`src/rtl/plic_acc_arb_pkg.sv`:
```
// Shared types for the per-hart register-file access arbiter.
// Latency: n/a (types only). Backpressure: n/a.
// Struct widths follow the default arbiter geometry below.
package plic_acc_arb_pkg;

    localparam int ACC_NUM_REQ    = 2;
    localparam int ACC_NUM_DOMAIN = 16;
    localparam int ACC_DATA_W     = 32;
    localparam int ACC_ADDR_W     = 14;
    localparam int ACC_DOMAIN_W   = (ACC_NUM_DOMAIN == 1) ? 1 : $clog2(ACC_NUM_DOMAIN);

    typedef enum logic [1:0] {IDLE, ISSUE, CAPT, RESP} acc_state_e;

    typedef struct packed {
        logic [ACC_ADDR_W-1:0]     addr;
        logic                      rwb;
        logic [ACC_DATA_W/8-1:0]   wm;
        logic [ACC_DATA_W-1:0]     wdata;
        logic [1:0]                priv_mode;
        logic [ACC_DOMAIN_W-1:0]   did;
    } acc_req_t;

    function automatic int unsigned rr_next(input int unsigned idx, input int unsigned n);
        return (idx + 1 >= n) ? 0 : idx + 1;
    endfunction

endpackage

```
`src/rtl/plic_rr_arbiter.sv`:
```
// Round-robin pick: first set request at or above ptr_i, wrapping modulo N.
// Latency: combinational. Backpressure: none, caller gates the grant.
// Outputs a one-hot grant, its index and an any-grant flag.
module plic_rr_arbiter #(
    parameter int N     = 2,
    parameter int IDX_W = (N == 1) ? 1 : $clog2(N)
) (
    input  logic [N-1:0]     req_i,
    input  logic [IDX_W-1:0] ptr_i,
    output logic [N-1:0]     gnt_o,
    output logic [IDX_W-1:0] gnt_idx_o,
    output logic             any_gnt_o
);

    int cand;

    always_comb begin
        gnt_o     = '0;
        gnt_idx_o = '0;
        any_gnt_o = 1'b0;
        cand      = 0;
        for (int off = 0; off < N; off++) begin
            cand = int'(ptr_i) + off;
            if (cand >= N) cand = cand - N;
            if (!any_gnt_o && req_i[cand]) begin
                gnt_o[cand] = 1'b1;
                gnt_idx_o   = IDX_W'(cand);
                any_gnt_o   = 1'b1;
            end
        end
    end

endmodule

```
`src/rtl/plic_hart_acc_arb.sv`:
```
// Shares one hart register-file port among NUM_REQ requesters, round-robin.
// Latency: grant T, csb low T+1, capture T+2, response valid from T+3.
// Backpressure: response held until owner's rsp_ready_i; no grant outside IDLE.
module plic_hart_acc_arb
    import plic_acc_arb_pkg::*;
#(
    parameter int NUM_REQ        = ACC_NUM_REQ,
    parameter int NUM_DOMAIN     = ACC_NUM_DOMAIN,
    parameter int DATA_WIDTH     = ACC_DATA_W,
    parameter int MEM_ADDR_WIDTH = ACC_ADDR_W,
    parameter int DOMAIN_W       = (NUM_DOMAIN == 1) ? 1 : $clog2(NUM_DOMAIN),
    parameter int REQ_W          = (NUM_REQ == 1) ? 1 : $clog2(NUM_REQ)
) (
    input  logic                              clk_i,
    input  logic                              rst_n_i,
    input  logic [NUM_REQ-1:0]                req_valid_i,
    output logic [NUM_REQ-1:0]                req_ready_o,
    input  logic [NUM_REQ*MEM_ADDR_WIDTH-1:0] req_addr_i,
    input  logic [NUM_REQ-1:0]                req_rwb_i,
    input  logic [NUM_REQ*(DATA_WIDTH/8)-1:0] req_wm_i,
    input  logic [NUM_REQ*DATA_WIDTH-1:0]     req_wdata_i,
    input  logic [NUM_REQ*2-1:0]              req_priv_mode_i,
    input  logic [NUM_REQ*DOMAIN_W-1:0]       req_did_i,
    output logic [NUM_REQ-1:0]                rsp_valid_o,
    input  logic [NUM_REQ-1:0]                rsp_ready_i,
    output logic [DATA_WIDTH-1:0]             rsp_rdata_o,
    output logic                              rsp_error_o,
    output logic                              hart_acc_csb_o,
    output logic [MEM_ADDR_WIDTH-1:0]         hart_acc_addr_o,
    output logic                              hart_acc_rwb_o,
    output logic [DATA_WIDTH/8-1:0]           hart_acc_wm_o,
    output logic [DATA_WIDTH-1:0]             hart_acc_wdata_o,
    output logic [1:0]                        acc_priv_mode_o,
    output logic [DOMAIN_W-1:0]               acc_did_o,
    input  logic [DATA_WIDTH-1:0]             hart_acc_rdata_i,
    input  logic                              error_i
);

    localparam int WM_W = DATA_WIDTH / 8;

    acc_state_e             state_q, state_d;
    logic [REQ_W-1:0]       rr_ptr_q, rr_ptr_d;
    logic [REQ_W-1:0]       owner_q, owner_d;
    acc_req_t               acc_q, acc_d;
    logic [DATA_WIDTH-1:0]  rsp_rdata_q, rsp_rdata_d;
    logic                   rsp_error_q, rsp_error_d;

    logic [NUM_REQ-1:0]     gnt_oh;
    logic [REQ_W-1:0]       gnt_idx;
    logic                   any_gnt;

    plic_rr_arbiter #(
        .N     (NUM_REQ),
        .IDX_W (REQ_W)
    ) u_rr_arbiter (
        .req_i     (req_valid_i),
        .ptr_i     (rr_ptr_q),
        .gnt_o     (gnt_oh),
        .gnt_idx_o (gnt_idx),
        .any_gnt_o (any_gnt)
    );

    // Ready mirrors the arbiter pick only in IDLE, so any_gnt there is a handshake.
    assign req_ready_o = (state_q == IDLE) ? gnt_oh : '0;

    always_comb begin
        state_d     = state_q;
        rr_ptr_d    = rr_ptr_q;
        owner_d     = owner_q;
        acc_d       = acc_q;
        rsp_rdata_d = rsp_rdata_q;
        rsp_error_d = rsp_error_q;
        case (state_q)
            IDLE: begin
                if (any_gnt) begin
                    acc_d.addr      = req_addr_i[int'(gnt_idx)*MEM_ADDR_WIDTH +: MEM_ADDR_WIDTH];
                    acc_d.rwb       = req_rwb_i[gnt_idx];
                    acc_d.wm        = req_wm_i[int'(gnt_idx)*WM_W +: WM_W];
                    acc_d.wdata     = req_wdata_i[int'(gnt_idx)*DATA_WIDTH +: DATA_WIDTH];
                    acc_d.priv_mode = req_priv_mode_i[int'(gnt_idx)*2 +: 2];
                    acc_d.did       = req_did_i[int'(gnt_idx)*DOMAIN_W +: DOMAIN_W];
                    owner_d         = gnt_idx;
                    rr_ptr_d        = REQ_W'(rr_next(32'(gnt_idx), NUM_REQ));
                    state_d         = ISSUE;
                end
            end
            ISSUE: state_d = CAPT;
            CAPT: begin
                rsp_rdata_d = acc_q.rwb ? '0 : hart_acc_rdata_i;
                rsp_error_d = error_i;
                state_d     = RESP;
            end
            RESP: begin
                if (rsp_ready_i[owner_q]) state_d = IDLE;
            end
            default: state_d = IDLE;
        endcase
    end

    always_ff @(posedge clk_i or negedge rst_n_i) begin
        if (!rst_n_i) begin
            state_q     <= IDLE;
            rr_ptr_q    <= '0;
            owner_q     <= '0;
            acc_q       <= '0;
            rsp_rdata_q <= '0;
            rsp_error_q <= 1'b0;
        end else begin
            state_q     <= state_d;
            rr_ptr_q    <= rr_ptr_d;
            owner_q     <= owner_d;
            acc_q       <= acc_d;
            rsp_rdata_q <= rsp_rdata_d;
            rsp_error_q <= rsp_error_d;
        end
    end

    always_comb begin
        rsp_valid_o = '0;
        for (int i = 0; i < NUM_REQ; i++) begin
            rsp_valid_o[i] = (state_q == RESP) && (owner_q == REQ_W'(i));
        end
    end

    assign rsp_rdata_o      = rsp_rdata_q;
    assign rsp_error_o      = rsp_error_q;
    assign hart_acc_csb_o   = (state_q != ISSUE);
    assign hart_acc_addr_o  = acc_q.addr;
    assign hart_acc_rwb_o   = acc_q.rwb;
    assign hart_acc_wm_o    = acc_q.wm;
    assign hart_acc_wdata_o = acc_q.wdata;
    assign acc_priv_mode_o  = acc_q.priv_mode;
    assign acc_did_o        = acc_q.did;

endmodule

```
`config.mk`:
```
export PLATFORM = sky130hd
export DESIGN_NAME = plic_hart_acc_arb
export DESIGN_NICKNAME = d
export VERILOG_FILES = /design/src/rtl/plic_acc_arb_pkg.sv /design/src/rtl/plic_rr_arbiter.sv /design/src/rtl/plic_hart_acc_arb.sv
export SDC_FILE = /design/constraint.sdc
export NUM_CORES = 1
export LEC_CHECK = 0
export ABC_CLOCK_PERIOD_IN_PS = 2550
export CAP_MARGIN = 10
export CORE_ASPECT_RATIO = 0.8
export CORE_UTILIZATION = 40
export DETAILED_ROUTE_END_ITERATION = 6
export PLACE_DENSITY = 0.86
export SLEW_MARGIN = 20
export SYNTH_ARGS = -nofsm -noshare
export SYNTH_HDL_FRONTEND = slang
export SYNTH_SLANG_ARGS = --single-unit
```
`constraint.sdc`:
```
create_clock -name clk_i -period 2.55 [get_ports clk_i]
set_input_delay 0.51 -clock clk_i [delete_from_list [all_inputs] [get_ports clk_i]]
set_output_delay 0.51 -clock clk_i [all_outputs]
set_load 0.02 [all_outputs]
```
==> flow_metrics.env <==
export IMPL_worst_slew_pin_slew_ns=0.646
export IMPL_io_pins=248
export IMPL_drtPass1Iterations=4
export IMPL_core_region_area_sq_um=9770
export IMPL_antenna_found_initial=0
export IMPL_cts_buffer_depth=2
export IMPL_cts_sinks=94
export IMPL_htree_levels=3
export IMPL_final_cell_mix="244 x clkdlybuf4s50_1, 94 x dfrtp_1, 57 x a221o_1"
export IMPL_clk_latency_ns=0.33
export IMPL_status="finished, final reports clean"
export IMPL_fin_ws_ns=0.280
export IMPL_fill_cells=748
export IMPL_wl_um=12600
export IMPL_antenna_left=0
export IMPL_p_int_mw=5.17
export IMPL_peakVddDrop_v=0.000600
export IMPL_routedWlPerCell_um=17.1
export IMPL_num_vias=3744
export IMPL_p_seq_frac=0.313
export IMPL_cts_root_buf="clkbuf_16"
export IMPL_initial_core_util=0.416
export IMPL_diodes=0
export IMPL_required_ns=2.04
export IMPL_dp_hpwl_um=9240
export IMPL_fp_dieH_um=92.1
export IMPL_register_area_sq_um=2350
export IMPL_tns_ns=0
export IMPL_grt_first_pass_wirelength_um=19300
export IMPL_cts_buffers=9
export IMPL_worstHoldPathType="in2async"
export IMPL_grt_start_max_net_pins=59
export IMPL_die_w_um=115
export IMPL_skew_ns=0.00484
export IMPL_grt_usage=0.237
export IMPL_vias_per_cell=5.07
export IMPL_syn_to_final_growth_pct=72.0
export IMPL_synth_seq_cells=94
export IMPL_placementRows=32
export IMPL_swShare=0.376
export IMPL_multi_input_area_sq_um=1470
export IMPL_io_buffers=247
export IMPL_drc_errors=0
export IMPL_fin_total_pwr_mw=8.27
export IMPL_pre_cts_ws_ns=0.156
export IMPL_syn_cell_area_sq_um=4060
export IMPL_final_common_cell="clkdlybuf4s50_1"
export IMPL_grt_ovfl_total=0
export IMPL_place_congestion=0.771
export IMPL_crit_type="reg2out"
export IMPL_fin_crit_ns=2.27
export IMPL_cp_start_kind="flop"
export IMPL_reg2reg_slack_ns=0.56
export IMPL_initialDrtViolationCount=163
export IMPL_endpoint_kind="primary output"
export IMPL_finalCritPeriodShare=0.890
export IMPL_yosysUniqueCellTypes=22
export IMPL_cellPowerDensity_nw_per_um2=1180
export IMPL_dieArea_sq_um=10600
export IMPL_nNetsFinal=756
export IMPL_path_max_fanout=4
export IMPL_cap_violations=0
export IMPL_finalMaxSlewViolations=0
export IMPL_synth_cells=356
export IMPL_p_comb_frac=0.522
export IMPL_p_switching_mw=3.11
export IMPL_syn_area_per_cell_sq_um=11.4
export IMPL_setup_violations=0
export IMPL_fmax_mhz=441
export IMPL_finalHoldViolCount=0
export IMPL_ctsHoldBuffers=0
export IMPL_arrival_ns=1.76
export IMPL_drive_gt1_frac=0.0531
export IMPL_yosysSeqAreaShare=0.579
export IMPL_power_leakage_nw=2.96
export IMPL_clk_pin_slew_worst_paths_ns=0.06
export IMPL_yosys_warnings=0
export IMPL_grt_pass1_vias=3825
export IMPL_slew_headroom=0.569
export IMPL_cts_tree="built"
export IMPL_p_clk_frac=0.165
export IMPL_rsz0062_at_grt="false"
export IMPL_syn_nets=514
[stage by stage]
step / std cells / util / area (sq um) / hold slack [ns]
final: 739 / 0.715 / 6990 / 0.182
after global routing: 739 / 0.715 / 6990 / 0.227
after CTS: 739 / 0.715 / 6990 / 0.206
after detailed placement: 723 / 0.684 / 6680 / 0.508
after global placement: 723 / 0.684 / 6680 / 0.491
after floorplan: 356 / - / 4060 / 0.214
[layer usage]
layer | GRT usage | vias up | wire, um
li1 | - | 1735 | -
met1 | 0.274 | 1802 | 5030
met5 | 0 | - | 0
met4 | 0.0844 | 0 | 328
met3 | 0.0668 | 26 | 938
met2 | 0.419 | 181 | 6330
[area by class of cell]
class | count | share of cell area
Sequential cell | 94 | 0.337
Clock inverter | 5 | 0.00931
Inverter | 36 | 0.0193
Multi-Input combinational cell | 200 | 0.210
Timing Repair Buffer | 257 | 0.366
Tap cell | 136 | 0.0243
Clock buffer | 11 | 0.0347
[final timing paths]
| path | startpoint | cells past startpoint | endpoint |
|---|---|---|---|
| setup / recovery | state_q[0] | 5 | req_ready_o[0] |
| hold / removal | rst_n_i | 1 | hart_acc_addr_o[3] |
| setup reg to reg | state_q[0] | 6 | hart_acc_wdata_o[6] |
| hold reg to reg | rsp_error_o | 1 | rsp_error_o |
| max in group asynchronous | rst_n_i | 2 | rsp_rdata_o[29] |
| min in group clk_i | rsp_error_o | 1 | rsp_error_o |
[cells by family after synthesis]
| group | Yosys count | synth area share |
|---|---|---|
| AND/OR/NAND/NOR | 96 | 0.137 |
| adder cells (fa/ha/maj) | 5 | 0.0154 |
| AO/OA/AOI/OAI | 95 | 0.192 |
| multiplexers | 4 | 0.0105 |
| buffers and inverters | 62 | 0.0665 |
| flip-flops | 94 | 0.579 |
[cells in the mapped netlist]
library cell   n  area [sq um]
a21o_1         2          15.0
a21oi_2        2          17.5
a221o_1       57           571
a22oi_1        1          7.51
and2_0        48           300
and2_1        10          62.6
buf_1          1          3.75
buf_2         12          60.1
buf_4          2          15.0
buf_6          2          22.5
clkbuf_1       9          33.8
dfrtp_1       94          2350
ha_1           5          62.6
inv_1         36           135
mux2_2         2          22.5
mux2i_1        2          20.0
nand2_1       22          82.6
nand3b_1      12          90.1
nor2_1         2          7.51
nor2b_1        2          12.5
o21ai_0       32           160
o21ai_2        1          8.76
[state kept, by name (all words and copies together), names as in the netlist]
name              cells
owner_q               1
rr_ptr_q              1
hart_acc_wm_o         4
acc_priv_mode_o       2
rsp_error_o           1
hart_acc_rwb_o        1
hart_acc_wdata_o     32
state_q               2
acc_did_o             4
rsp_rdata_o          32
hart_acc_addr_o      14
[power groups by stage]
stage | Clock, mW | Combinational [mW] | Sequential [mW]
after CTS | 1.40 | 4.36 | 2.59
after floorplan | 0 | 1.54 | 3.34
final | 1.37 | 4.32 | 2.59
after global placement | 0 | 4.22 | 2.57
after detailed placement | 0 | 4.34 | 2.59
after global routing | 1.45 | 4.62 | 2.67
[critical path: stages (launching register included)]
cell           delay [ns]
dfrtp_1              0.41
inv_1                0.14
ha_2                 0.27
nand2_1              0.11
a21oi_4              0.15
dlygate4sd2_1        0.36
[timing repair]
action,in CTS,in global routing
setup buffers,0,0
setup endpoints to repair,2,1
gates resized for setup,2,1
(Power assumes the default switching activity.)
